### src/rtl/craps_round_ctrl.sv
// Craps round controller: registers the dice sum and runs the come-out/point FSM with point, roll count and win/loss tallies.
// Outputs update one cycle after the roll_valid/new_game cycle; no backpressure (every strobe is consumed or rejected immediately).
module craps_round_ctrl #(
    parameter int FACES = 6,
    parameter int CW    = 8,
    parameter int DW    = $clog2(FACES + 1),
    parameter int SW    = $clog2(2 * FACES + 1)
) (
    input  logic          clock,
    input  logic          reset,
    input  logic          roll_valid,
    input  logic [DW-1:0] x0,
    input  logic [DW-1:0] x1,
    input  logic          new_game,
    output logic [SW-1:0] sum,
    output logic [1:0]    result,
    output logic [SW-1:0] point,
    output logic [CW-1:0] roll_cnt,
    output logic [CW-1:0] wins,
    output logic [CW-1:0] losses,
    output logic          err
);

    typedef enum logic [1:0] {
        ST_COME_OUT,
        ST_POINT,
        ST_WON,
        ST_LOST
    } state_t;

    localparam logic [1:0] RES_WIN   = 2'b00;
    localparam logic [1:0] RES_LOSE  = 2'b01;
    localparam logic [1:0] RES_AGAIN = 2'b10;
    localparam logic [1:0] RES_IDLE  = 2'b11;

    localparam logic [SW-1:0] SUM_SEVEN = SW'(FACES + 1);
    localparam logic [SW-1:0] SUM_NAT2  = SW'(2 * FACES - 1);
    localparam logic [SW-1:0] SUM_TWO   = SW'(2);
    localparam logic [SW-1:0] SUM_THREE = SW'(3);
    localparam logic [SW-1:0] SUM_MAX   = SW'(2 * FACES);
    localparam logic [DW-1:0] DIE_MAX   = DW'(FACES);

    state_t        state, state_nx;
    logic [SW-1:0] sum_nx, point_nx;
    logic [1:0]    result_nx;
    logic [CW-1:0] roll_cnt_nx, wins_nx, losses_nx;
    logic          err_nx;

    logic          legal;
    logic          in_round;
    logic [SW-1:0] roll_sum;
    logic          is_nat;
    logic          is_craps;

    function automatic logic [CW-1:0] sat_inc(input logic [CW-1:0] v);
        return (v == {CW{1'b1}}) ? v : v + CW'(1);
    endfunction

    assign legal    = (x0 != '0) && (x0 <= DIE_MAX) && (x1 != '0) && (x1 <= DIE_MAX);
    assign in_round = (state == ST_COME_OUT) || (state == ST_POINT);
    assign roll_sum = SW'(x0) + SW'(x1);
    assign is_nat   = (roll_sum == SUM_SEVEN) || (roll_sum == SUM_NAT2);
    assign is_craps = (roll_sum == SUM_TWO) || (roll_sum == SUM_THREE) || (roll_sum == SUM_MAX);

    always_comb begin
        state_nx    = state;
        sum_nx      = sum;
        result_nx   = result;
        point_nx    = point;
        roll_cnt_nx = roll_cnt;
        wins_nx     = wins;
        losses_nx   = losses;
        err_nx      = 1'b0;

        // new_game takes priority and silently discards a coincident roll
        if (new_game) begin
            state_nx    = ST_COME_OUT;
            result_nx   = RES_IDLE;
            point_nx    = '0;
            roll_cnt_nx = '0;
        end else if (in_round && roll_valid) begin
            if (!legal) begin
                err_nx = 1'b1;
            end else begin
                sum_nx      = roll_sum;
                roll_cnt_nx = sat_inc(roll_cnt);
                if (state == ST_COME_OUT) begin
                    if (is_nat) begin
                        state_nx  = ST_WON;
                        result_nx = RES_WIN;
                        wins_nx   = sat_inc(wins);
                    end else if (is_craps) begin
                        state_nx  = ST_LOST;
                        result_nx = RES_LOSE;
                        losses_nx = sat_inc(losses);
                    end else begin
                        state_nx  = ST_POINT;
                        point_nx  = roll_sum;
                        result_nx = RES_AGAIN;
                    end
                end else begin
                    if (roll_sum == point) begin
                        state_nx  = ST_WON;
                        result_nx = RES_WIN;
                        wins_nx   = sat_inc(wins);
                    end else if (roll_sum == SUM_SEVEN) begin
                        state_nx  = ST_LOST;
                        result_nx = RES_LOSE;
                        losses_nx = sat_inc(losses);
                    end else begin
                        result_nx = RES_AGAIN;
                    end
                end
            end
        end
    end

    always_ff @(posedge clock) begin
        if (reset) begin
            state    <= ST_COME_OUT;
            sum      <= '0;
            result   <= RES_IDLE;
            point    <= '0;
            roll_cnt <= '0;
            wins     <= '0;
            losses   <= '0;
            err      <= 1'b0;
        end else begin
            state    <= state_nx;
            sum      <= sum_nx;
            result   <= result_nx;
            point    <= point_nx;
            roll_cnt <= roll_cnt_nx;
            wins     <= wins_nx;
            losses   <= losses_nx;
            err      <= err_nx;
        end
    end

endmodule

### config.mk
export PLATFORM = sky130hd
export DESIGN_NAME = craps_round_ctrl
export DESIGN_NICKNAME = d
export VERILOG_FILES = /design/src/rtl/craps_round_ctrl.sv
export SDC_FILE = /design/constraint.sdc
export NUM_CORES = 1
export LEC_CHECK = 0
export ABC_CLOCK_PERIOD_IN_PS = 3250
export BUFFER_PORTS_ARGS = -buffer_cell sky130_fd_sc_hd__buf_2
export CAP_MARGIN = 10
export CELL_PAD_IN_SITES_DETAIL_PLACEMENT = 0
export CELL_PAD_IN_SITES_GLOBAL_PLACEMENT = 1
export CORE_MARGIN = 4
export CORE_UTILIZATION = 41
export CTS_BUF_LIST = sky130_fd_sc_hd__clkbuf_8
export DETAILED_ROUTE_END_ITERATION = 8
export PLACE_DENSITY_LB_ADDON = 0.1
export SETUP_SLACK_MARGIN = 0.5
export SLEW_MARGIN = 10
export SYNTH_ARGS = -nofsm -noshare
export SYNTH_HDL_FRONTEND = slang
export SYNTH_SLANG_ARGS = --single-unit
### constraint.sdc
create_clock -name clock -period 3.25 [get_ports clock]
set_input_delay 0.4875 -clock clock [delete_from_list [all_inputs] [get_ports clock]]
set_output_delay 0.4875 -clock clock [all_outputs]
set_load 0.05 [all_outputs]
==> metrics.md <==
| Metric | Value |
|---|---|
| #FFs+latches synth | `37` |
| Initial antenna violation count | `0` |
| Post-synthesis net count | `251` |
| CP delay by family, top | `simple AND/OR/NAND/NOR gates` |
| Largest stage delay, worst path | `0.51 ns` |
| Maximum vdd drop | `0.2766 mV` |
| Routed Antenna Nets | `0` |
| Fraction of registers with async set/reset | `0` |
| Setup TNS | `0 ns` |
| Tmin final | `2.618 ns` |
| Worst path arrival time | `2.83 ns` |
| Final hold slack | `0.4902 ns` |
| Sequential share of power | `0.465` |
| CP required | `3.46 ns` |
| Measured slew at the worst slew-check pin | `0.6173 ns` |
| Sink Count | `37` |
| Clock latency on the worst-skew pair | `0.28 ns` |
| Unrepaired setup endpoints after global routing | `yes` |
| DRC violations left | `0` |
| Worst r2r path cells | `6` |
| Num ports | `45` |
| CTS buffer count | `5` |
| Clock power share | `0.347` |
| CTS H-Tree Depth | `2` |
| Worst r2r dst | `wins[1]` |
| First-pass GRT wire length | `7465 µm` |
| Power Dens Cells | `420.1 nW/µm²` |
| Syn avg cell area | `8.459 µm²` |
| Max_slew headroom | `0.5869` |
| # fillers | `470` |
| Syn Inst Count | `234` |
| Switching share of power | `0.2872` |
| CTS clk-pin slew, worst paths | `0.07 ns` |
| Clock Tree Root | `clkbuf_8` |
| Slew Viols, Final | `0` |
| Placement Cell Area | `2270 µm²` |
| Worst r2r src | `state[1]` |
| Max Fanout on Critical Path | `11` |
| Pre-antenna DRT Iters | `4` |
| Post-Route WL | `4485 µm` |
| Sequential cell area fraction in the yosys report | `0.3742` |
| Tcrit/Tclk final | `0.8055` |
| Final clock skew | `0.005124 ns` |
| Crit path buf inv count | `2` |
| Initial Utilization | `0.4219` |
| Routability cong. | `0.8419` |
| Prevailing post-synth register cell | `dfxtp_1` |
| Port bufs | `44` |
| Cells along the critical path | `buf_2, ha_4, inv_2, fa_2, xnor2_4, mux2_2, o22ai_2, nand4_4, or4_1, a21oi_1` |
| Synth warn | `0` |
| Commonest cells after routing, fill and taps aside | `buf_2 (44), dfxtp_1 (37), nor2_1 (25)` |
| Post-DP HPWL | `3269 µm` |
| Worst setup SP type | `input port` |
| Placed instance count | `327` |
| Largest net degree at the start of global routing | `24` |
| FF-to-FF setup slack | `1.14 ns` |
| TritonCTS clock tree | `built` |
| Die outline width | `77.48 µm` |
| Die Span Y | `77.48 µm` |
| Core footprint | `4692 µm²` |
| Clk buf depth | `2` |
| Critical path type | `in -> reg` |
| Number of synthesized flops with an enable pin | `0` |
| Cell Count, Final, Fillers Out | `337` |
| Psw | `0.2904 mW` |
| Die ar. | `6003 µm²` |
| Distinct cells, synth | `45` |
| Inserted Diodes | `0` |
| Final hold vios | `0` |
| Area growth from synthesis to layout | `21.56%` |
| Core Rows | `25` |
| Gr usage total | `0.1523` |
| Worst hold stages | `2` |
| Vias | `1,805` |
| Number of global-route vias before repair | `1,693` |
| Via/cell ratio | `5.356` |
| CP Depth | `10` |
| # nets final | `299` |
| HP Start | `sum[0]` |
| Commonest non-fill, non-tap cell in the layout | `buf_2` |
| Final setup vio count | `0` |
| Crit. End Element | `flop` |
| Layout cells sized above 1 | `0.2509` |
| Worst min path class | `reg -> reg` |
| Post-Syn Area | `1979 µm²` |
| Leakage | `0.9604 nW` |
| Hold Path End | `sum[0]` |
| Comb pwr share | `0.188` |
| Grt ovf | `0` |
| Avg WL per Cell | `13.31 µm` |
| Pre-CTS setup slack | `0.2862 ns` |
| Outcome | `completed` |
| Critical path's slowest cell | `or4_1` |
| Max Cap Violations | `0` |
| Final cell area excluding filler cells | `2406 µm²` |
| Number of DRC markers in iteration 0 | `90` |
| F_max | `0.3820 GHz` |
| Worst Setup Slack, final | `0.6321 ns` |
| Internal | `0.7205 mW` |
## metrics by stage
stage	power [mW]	util
detailed placement	0.6631	0.4837
floorplan	0.6205	-
finish	1.011	0.5128
global placement	0.6646	0.4837
global route	1.076	0.5128
CTS	1.020	0.5053
## registers in the layout (all words and copies together) (netlist names)
| signal | flops |
|---|---|
| err | 1 |
| losses | 8 |
| point | 4 |
| result | 2 |
| roll_cnt | 8 |
| state | 2 |
| sum | 4 |
| wins | 8 |
## power by group through the flow
stage               clock network [mW]  registers [mW]  logic (mW)
floorplan                            0           0.508       0.113
global placement                     0           0.480       0.184
detailed placement                   0           0.481       0.183
CTS                              0.366           0.470       0.184
global route                     0.399           0.471       0.205
finish                           0.351           0.470       0.190
## timing repair
action / 4_1_cts / 5_1_grt
setup endpoints to repair: 0 / 7
setup buffers: 0 / 2
hold endpoints to repair: 0 / 0
hold buffers: 0 / 0
gates resized for setup: 0 / 2
## cell usage after synthesis, drive strengths merged, types with 2 or more instances
master	instances	area, µm²
nand4	5	37.53
or4	2	15.01
o21ai	11	55.05
nor3b	2	15.01
xor2	2	17.52
nor4	6	52.55
a211oi	3	22.52
buf	3	20.01
o31ai	5	37.54
xnor2	11	103.9
nand2	16	60.06
dfxtp	37	740.7
inv	12	45.04
or3	8	50.05
o211ai	4	35.03
mux2i	4	40.04
nor2	25	93.84
ha	6	75.07
nand3	19	95.09
a21o	7	52.55
clkbuf	6	22.52
a21oi	15	75.07
and3	2	12.51
a31oi	2	12.51
nor3	4	20.02
mux2	2	22.52
or2	2	12.51
## tightest hold or removal path, delay by kind of cell, from the launching register on
kind / cells / cell delay [ns]
DFF: 1 / 0.32
AOI/OAI and AO/OA: 2 / 0.13
## worst max-delay path by stage
stage / start / slack [ns] / end
2_1_floorplan: x0[0] / 0.53 / wins[1]
3_3_place_gp: x0[0] / 0.35 / wins[1]
3_5_place_dp: x0[0] / 0.29 / wins[1]
4_1_cts: x0[0] / 0.56 / losses[7]
5_1_grt: x0[0] / 0.48 / wins[1]
6_report: x0[0] / 0.63 / losses[7]
## per-layer routing
layer	track usage	share of wire
met2	0.2565	0.46
met4	0.04270	0.0054
met5	0	0
met1	0.1903	0.49
met3	0.04176	0.038
## layout make-up
type	instances	area [µm²]	area share
multi-input cells	176	1186	0.4930
clock buffers	7	96.34	0.04004
inverters	12	45.04	0.01872
repair buffers	50	265.3	0.1102
clock inverters	1	5.005	0.002080
well taps	54	67.56	0.02808
flip-flops and latches	37	740.7	0.3079
## cell families after synthesis
logic type / synth area share
simple gates: 0.2573
compound gates: 0.1833
flops: 0.3742
buf+inv: 0.04424
xor+xnor: 0.06132
fa+ha+maj: 0.04804
mux: 0.03161
(Power assumes the default switching activity.)
